[src/rtl/binconv_controller.sv]
// Sequencer for the binary-convolution datapath: reads the tile count, streams
// tiles from SRAM one per cycle and writes each 4-bit result back to SRAM.
module binconv_controller #(
    parameter int ADDR_W    = 12,
    parameter int CNT_ADDR  = 0,
    parameter int WMEM_ADDR = 0,
    parameter int OUT_BASE  = 0
) (
    input  logic              clk,
    input  logic              reset,
    input  logic              dut_run,
    output logic              dut_busy,
    input  logic [15:0]       sram_dut_read_data,
    input  logic [3:0]        dp_result,
    output logic [ADDR_W-1:0] dut_sram_read_address,
    output logic [ADDR_W-1:0] dut_wmem_read_address,
    output logic [ADDR_W-1:0] dut_sram_write_address,
    output logic              dut_sram_write_enable,
    output logic [15:0]       dut_sram_write_data,
    output logic [2:0]        dbg_state
);

    typedef enum logic [2:0] {
        IDLE    = 3'd0,
        FETCH_N = 3'd1,
        LOAD_N  = 3'd2,
        STREAM  = 3'd3,
        DRAIN   = 3'd4,
        DONE    = 3'd5
    } state_t;

    localparam logic [ADDR_W-1:0] CNT_A  = ADDR_W'(CNT_ADDR);
    localparam logic [ADDR_W-1:0] WMEM_A = ADDR_W'(WMEM_ADDR);
    localparam logic [ADDR_W-1:0] OUT_A  = ADDR_W'(OUT_BASE);

    state_t            state, state_next;
    logic [ADDR_W-1:0] rd_addr, rd_addr_next;
    logic [ADDR_W-1:0] wr_addr, wr_addr_next;
    logic [ADDR_W-1:0] n, n_next;
    logic              wr_valid, wr_valid_next;
    logic              busy;

    // The count word is narrower than the SRAM word; the upper bits are ignored.
    logic unused_count_bits;
    assign unused_count_bits = ^sram_dut_read_data[15:ADDR_W];

    always_ff @(posedge clk or posedge reset) begin
        if (reset) begin
            state    <= IDLE;
            rd_addr  <= CNT_A;
            wr_addr  <= OUT_A;
            n        <= '0;
            wr_valid <= 1'b0;
        end else begin
            state    <= state_next;
            rd_addr  <= rd_addr_next;
            wr_addr  <= wr_addr_next;
            n        <= n_next;
            wr_valid <= wr_valid_next;
        end
    end

    always_comb begin
        state_next    = state;
        rd_addr_next  = rd_addr;
        n_next        = n;
        wr_valid_next = 1'b0;
        wr_addr_next  = wr_valid ? wr_addr + 1'b1 : wr_addr;
        busy          = 1'b0;

        case (state)
            IDLE: begin
                if (dut_run) begin
                    state_next   = FETCH_N;
                    rd_addr_next = CNT_A;
                    wr_addr_next = OUT_A;
                end
            end
            FETCH_N: begin
                busy         = 1'b1;
                rd_addr_next = CNT_A;
                state_next   = LOAD_N;
            end
            LOAD_N: begin
                busy   = 1'b1;
                n_next = sram_dut_read_data[ADDR_W-1:0];
                if (sram_dut_read_data[ADDR_W-1:0] == '0) begin
                    state_next = DONE;
                end else begin
                    rd_addr_next = CNT_A + 1'b1;
                    state_next   = STREAM;
                end
            end
            STREAM: begin
                // Every tile address presented here yields a write one cycle later.
                busy          = 1'b1;
                wr_valid_next = 1'b1;
                if (rd_addr == CNT_A + n) begin
                    state_next = DRAIN;
                end else begin
                    rd_addr_next = rd_addr + 1'b1;
                end
            end
            DRAIN: begin
                busy       = 1'b1;
                state_next = DONE;
            end
            DONE: begin
                // Wait for run to drop so a held run cannot start a second job.
                if (!dut_run) begin
                    state_next = IDLE;
                end
            end
            default: begin
                state_next = IDLE;
            end
        endcase
    end

    assign dut_busy               = busy;
    assign dut_sram_read_address  = rd_addr;
    assign dut_wmem_read_address  = WMEM_A;
    assign dut_sram_write_address = wr_addr;
    assign dut_sram_write_enable  = wr_valid;
    assign dut_sram_write_data    = {12'b0, dp_result};
    assign dbg_state              = state;

endmodule
[config.mk]
export PLATFORM = sky130hd
export DESIGN_NAME = binconv_controller
export DESIGN_NICKNAME = d
export VERILOG_FILES = /design/src/rtl/binconv_controller.sv
export SDC_FILE = /design/constraint.sdc
export NUM_CORES = 1
export LEC_CHECK = 0
export CAP_MARGIN = 20
export CORE_MARGIN = 2
export CORE_UTILIZATION = 30
export CTS_CLUSTER_DIAMETER = 80
export DETAILED_ROUTE_END_ITERATION = 10
export GPL_TIMING_DRIVEN = 0
export SYNTH_ARGS = -nofsm -noshare
export SYNTH_HDL_FRONTEND = slang
export SYNTH_SLANG_ARGS = --single-unit
[constraint.sdc]
create_clock -name clk -period 3 [get_ports clk]
set_input_delay 0.3 -clock clk [delete_from_list [all_inputs] [get_ports clk]]
set_output_delay 0.3 -clock clk [all_outputs]
set_load 0.02 [all_outputs]
==> impl_metrics.tcl, run 1 <==
set metrics [dict create \
    first_pass_iters 4 \
    ant_nets 0 \
    gp_congestion 0.833 \
    postCtsSetupRepairBufs 0 \
    rr_worst_depth 6 \
    cts_root_buf "clkbuf_8" \
    coreArea_um2 7290 \
    start_util_pct 31.1 \
    yosysTopAreaCell "dfrtp_1" \
    fin_tns_setup_ns 0 \
    cts_resized 0 \
    timing.hold.ws_ns 0.488 \
    switching_share_pct 37.8 \
    holdCritPathClass "in -> async" \
    critPathArrivalTime_ns 1.96 \
    cts_tree "done" \
    power_density_nw_per_um2 772 \
    ys.flop_type "dfrtp_1" \
    grt_pass1_vias 1737 \
    critPathSlowestCell "clkdlybuf4s50_1" \
    hold_violations 0 \
    fmax_mhz 442 \
    drt_iter0_markers 64 \
    antenna_found_initial 0 \
    dieHeight_um 90.9 \
    via_count 1831 \
    yosys-top-cells-count "dfrtp_1 (40), buf_4 (28), nor2_1 (22)" \
    synth_cell_type_count 40 \
    synth.most_common_cell "dfrtp_1" \
    synth_top_area_share_pct 44.2 \
    path_cells "clkbuf_1 -> nor2_1 -> xnor2_1 -> clkdlybuf4s50_1" \
    dp_hpwl_mm 3.80 \
    cp-end-kind "output port" \
    crit_fanout 10 \
    drc 0 \
    totalWireLength_mm 5.18 \
    outcome "finished clean" \
    rows 31 \
    max_stage_delay_ns 0.62 \
    io_buffer_count 47 \
    slew_violations 0 \
    clockBufferDepth 2 \
    path_delay_family "buffers and inverters" \
    syn-instance-count 228 \
    grt_max_degree 41 \
    routed_via_density 4.52 \
    fin_crit_ns 2.26 \
    dieWidth_um 90.9 \
    synth-edff-count 0 \
    cts_sinks 40 \
    n_antenna_cell 0 \
    yosysSeqAreaShare_pct 44.2 \
    relSlewSlack_pct 43.7 \
    die_area_um2 8270 \
    power_switching_w 0.000887 \
    wl_per_cell_um 12.8 \
    clkTransAtPathRegs_ns 0.08 \
    pre_cts_slack_ns 0.636 \
    hold_buffers 0 \
    setup_viol 0 \
    grt.overflow.total 0 \
    clkPwrFrac_pct 16.4 \
    ioPinCount 80 \
    cp.required_ns 2.70 \
    cap_violations 0 \
    synth_warnings 0 \
    grt_setup_unrepaired "false" \
    clock_latency_ns 0.30 \
    htree_num_levels 2 \
    worst_slack_ns 0.737 \
    ys_ff_latch 40 \
    yosys-top-cells-area "dfrtp_1 (44%), buf_4 (9.3%), mux2_2 (6.5%)" \
    pwr-share-comb_pct 41.9 \
    period_share_pct 75.4 \
    grt_use_total_pct 13.1 \
    critPathKind "reg -> out" \
    p_leak_nw 1.35 \
    p_int_w 0.00146 \
    ir_worst_vdd_v 0.000433 \
    avgSynthCellArea_um2 9.94 \
    reg2reg_slack_ns 0.84 \
    drive_above_1_share_pct 18.3 \
    tightest_slew_ns 0.843 \
    synthesis.area_um2 2270 \
    skew_ns 0.00547 \
    cp-start-kind "flop" \
    cp.depth 4 \
    fin_nets 330 \
    synth-async-reset-ratio_pct 100 \
    area_growth_pct 34.1 \
    cts_inserted_buffers 5 \
    grt_pass1_wl_mm 8.80 \
    p_seq_share_pct 41.7 \
    path_buf_inv 2 \
    total_power_w 0.00235 \
]
[path summary, 6_finish.rpt]
path                                                from                         to
worst min-delay path                               reset               dbg_state[0]
worst max-delay path                        dbg_state[0]                   dut_busy
worst max register to register  dut_sram_read_address[0]  dut_sram_read_address[11]
min in group clk                                    n[0]                       n[0]
max in group asynchronous                          reset                       n[7]
worst min register to register                      n[0]                       n[0]
[state kept, by name, summed over array words and instances, names as in the netlist]
| name | cells |
|---|---|
| dut_sram_read_address | 12 |
| dut_sram_write_address | 12 |
| n | 12 |
| dut_sram_write_enable | 1 |
| dbg_state | 3 |
[power groups by stage]
stage / Combinational, W / Sequential [W] / Clock (W)
2_1_floorplan: 0.000515 / 0.00107 / 0
4_1_cts: 0.000995 / 0.000980 / 0.000398
6_report: 0.000983 / 0.000978 / 0.000385
3_5_place_dp: 0.000987 / 0.000989 / 0
5_1_grt: 0.00108 / 0.00102 / 0.000420
3_3_place_gp: 0.000969 / 0.000988 / 0
[kinds of logic (layout without fill, tap and decap cells)]
| logic type | after synthesis | after routing | share of synthesized area (%) |
|---|---|---|---|
| adder cells (fa/ha/maj) | 2 | 2 | 1.10 |
| AO/OA/AOI/OAI | 29 | 29 | 9.38 |
| buffers and inverters | 39 | 94 | 11.5 |
| XOR/XNOR | 23 | 23 | 8.89 |
| flip-flops | 40 | 40 | 44.2 |
| multiplexers | 14 | 14 | 6.90 |
| AND/OR/NAND/NOR | 80 | 80 | 17.9 |
| other | 1 | 24 | 0.165 |
[layout make-up]
type | count | area, um2
multi-input combinational | 172 | 1090
inverter | 3 | 11.3
buffer | 36 | 250
tap | 99 | 124
timing repair buffer | 47 | 470
clock inverter | 2 | 10.0
sequential | 40 | 1000
fill | 750 | 4250
clock buffer | 6 | 82.6
[placed cells by master, fill, tap and decap left out, drive strengths merged, types with 2 or more instances in the layout]
cell | netlist | layout
clkdlybuf4s50 | 0 | 47
dfrtp | 40 | 40
buf | 31 | 31
conb | 1 | 24
nor2 | 22 | 22
nand2 | 18 | 18
xnor2 | 15 | 15
mux2 | 13 | 13
clkbuf | 5 | 11
o21ai | 8 | 8
and3 | 8 | 8
xor2 | 8 | 8
nand3 | 6 | 6
nand4 | 5 | 5
o22a | 5 | 5
nor3 | 4 | 4
nor4 | 4 | 4
a21oi | 3 | 3
or3 | 3 | 3
a21o | 3 | 3
a221o | 3 | 3
inv | 3 | 3
or4 | 2 | 2
nor2b | 2 | 2
nor4b | 2 | 2
ha | 2 | 2
clkinv | 0 | 2
[through the flow]
step / utilization [%] / area [um2] / std cells
after global placement: 40.4 / 2950 / 397
after CTS: 41.7 / 3040 / 405
after floorplan: - / 2350 / 251
after detailed placement: 40.4 / 2950 / 397
final: 41.7 / 3040 / 405
after global routing: 41.7 / 3040 / 405
[routing by layer]
metal	vias to the layer above	part of all wire (%)	wire (um)	global-route usage, %
met5	-	0	0	0
li1	898	-	-	-
met4	0	1.4	75	3.41
met1	842	48	2470	18.5
met3	8	9.2	479	4.48
met2	83	42	2160	19.1
No activity file was read; power rests on OpenSTA's default activity.
==> inputs of run 2 (changes only) <==
==> constraint.sdc (replaced) <==
create_clock -name clk -period 1.95 [get_ports clk]
set_input_delay 0.195 -clock clk [delete_from_list [all_inputs] [get_ports clk]]
set_output_delay 0.195 -clock clk [all_outputs]
set_load 0.02 [all_outputs]
==> impl_metrics.tcl, run 2 (synthesis results as in run 1) <==
set metrics [dict create \
    outcome "finished clean" \
    layout_commonest_cell "clkdlybuf4s50_1" \
    fin_tns_setup_ns 0 \
    critPathKind "in -> reg" \
    antenna_found_initial 0 \
    path_cells "clkdlybuf4s50_1 -> or4_1 -> nor2_4 -> a41o_1 -> a311o_2 -> mux2_2" \
    grt_pass1_wl_mm 8.81 \
    critPathArrivalTime_ns 2.04 \
    cp-end-kind "flop" \
    drc 0 \
    grt_max_degree 41 \
    grt_use_total_pct 13.1 \
    rows 31 \
    clockBufferDepth 2 \
    clock_latency_ns 0.30 \
    crit_fanout 3 \
    totalWireLength_mm 5.21 \
    start_util_pct 31.1 \
    cts_root_buf "clkbuf_8" \
    via_count 1827 \
    area_growth_pct 35.9 \
    routed_via_density 4.52 \
    dieWidth_um 90.9 \
    die_area_um2 8270 \
    slew_violations 0 \
    fin_nets 329 \
    dp_cells 397 \
    drive_above_1_share_pct 22.3 \
    hold_violations 0 \
    fin_crit_ns 1.85 \
    fmax_mhz 541 \
    setup_viol 0 \
    cap_violations 0 \
    layout_common_cells "clkdlybuf4s50_1 (46), dfrtp_1 (36), buf_4 (29)" \
    critPathSlowestCell "or4_1" \
    cts_sinks 40 \
    n_antenna_cell 0 \
    postCtsSetupRepairBufs 0 \
    ioPinCount 80 \
    gp_congestion 0.833 \
    tightest_slew_ns 0.856 \
    ant_nets 0 \
    period_share_pct 94.8 \
    grt.overflow.total 0 \
    holdCritPathClass "in -> async" \
    path_delay_family "simple AND/OR/NAND/NOR gates" \
    wl_per_cell_um 12.9 \
    p_leak_nw 1.37 \
    ir_worst_vdd_v 0.000675 \
    max_stage_delay_ns 0.58 \
    drt_iter0_markers 79 \
    cp.required_ns 2.14 \
    total_power_w 0.00365 \
    dp_hpwl_mm 3.80 \
    final_cells 404 \
    skew_ns 0.00433 \
    dieHeight_um 90.9 \
    grt_pass1_vias 1738 \
    power_density_nw_per_um2 1180 \
    first_pass_iters 4 \
    clkTransAtPathRegs_ns 0.08 \
    grt_setup_unrepaired "false" \
    io_buffer_count 47 \
    relSlewSlack_pct 42.9 \
    coreArea_um2 7290 \
    htree_num_levels 2 \
    path_buf_inv 1 \
    cts_inserted_buffers 5 \
    cp-start-kind "primary input" \
    cts_tree "done" \
]
run 2: worst register-to-register path, cell delays in order, from the launching register on:
cell and delay (ns):
dfrtp_1 0.42, clkbuf_2 0.20, a41o_1 0.24, a311o_2 0.39
buf_6 0.16, a221o_1 0.33
run 2: through the flow:
stage          util (%)  area (um2)  setup slack, ns  hold WS (ns)
2_1_floorplan         -        2350           0.0988         0.347
3_3_place_gp       40.4        2950           -0.319         0.516
3_5_place_dp       40.4        2950           -0.309         0.518
4_1_cts            41.8        3050           0.0117         0.421
5_1_grt            42.3        3080          0.00855         0.489
6_report           42.3        3080            0.101         0.387
run 2: what timing repair did:
action                                  4_1_cts  5_1_grt
hold buffers                                  0        0
resized for setup                             6       12
endpoints found under the setup margin       13       15
run 2: path summary, 6_finish.rpt:
path,slack [ns],end,start,cells after the start
setup / recovery,0.10,dut_sram_read_address[0],sram_dut_read_data[1],6
hold / removal,0.39,dbg_state[0],reset,2
setup reg to reg,0.11,dut_sram_read_address[6],dbg_state[1],5
hold reg to reg,0.53,n[0],n[0],1
max in group asynchronous,0.98,dut_sram_read_address[9],reset,2
min in group clk,0.53,n[4],sram_dut_read_data[4],2
run 2: area by class of cell:
type / count / area, um2
Tap cell: 99 / 124
Fill cell: 742 / 4210
Timing Repair Buffer: 47 / 469
Clock inverter: 2 / 10.0
Inverter: 3 / 11.3
Multi-Input combinational cell: 172 / 1120
Clock buffer: 6 / 82.6
Buffer: 35 / 254
Sequential cell: 40 / 1010
run 2: where the power goes:
part	switching, W	internal, W
combinational	0.000705	0.000830
clock	0.000317	0.000283
sequential	0.000369	0.00114
total	0.00139	0.00226
run 2: metal layers:
metal  up-vias  share of wire [%]  global-route usage [%]  wire, um
met2        77                 42                    19.1      2180
met1       848                 49                    18.5      2570
li1        897                  -                       -         -
met3         5                8.2                    4.48       425
met5         -                  0                       0         0
met4         0               0.82                    3.41        43
==> inputs of run 3 (changes only) <==
--- a/config.mk
+++ b/config.mk
@@ -8,7 +8,7 @@
 export CAP_MARGIN = 20
 export CORE_MARGIN = 2
 export CORE_UTILIZATION = 30
-export CTS_CLUSTER_DIAMETER = 80
+export CTS_CLUSTER_DIAMETER = 200
 export DETAILED_ROUTE_END_ITERATION = 10
 export GPL_TIMING_DRIVEN = 0
 export SYNTH_ARGS = -nofsm -noshare
==> results of run 3 <==
No change in the layout: final DEF, timing and power equal those of run 2.
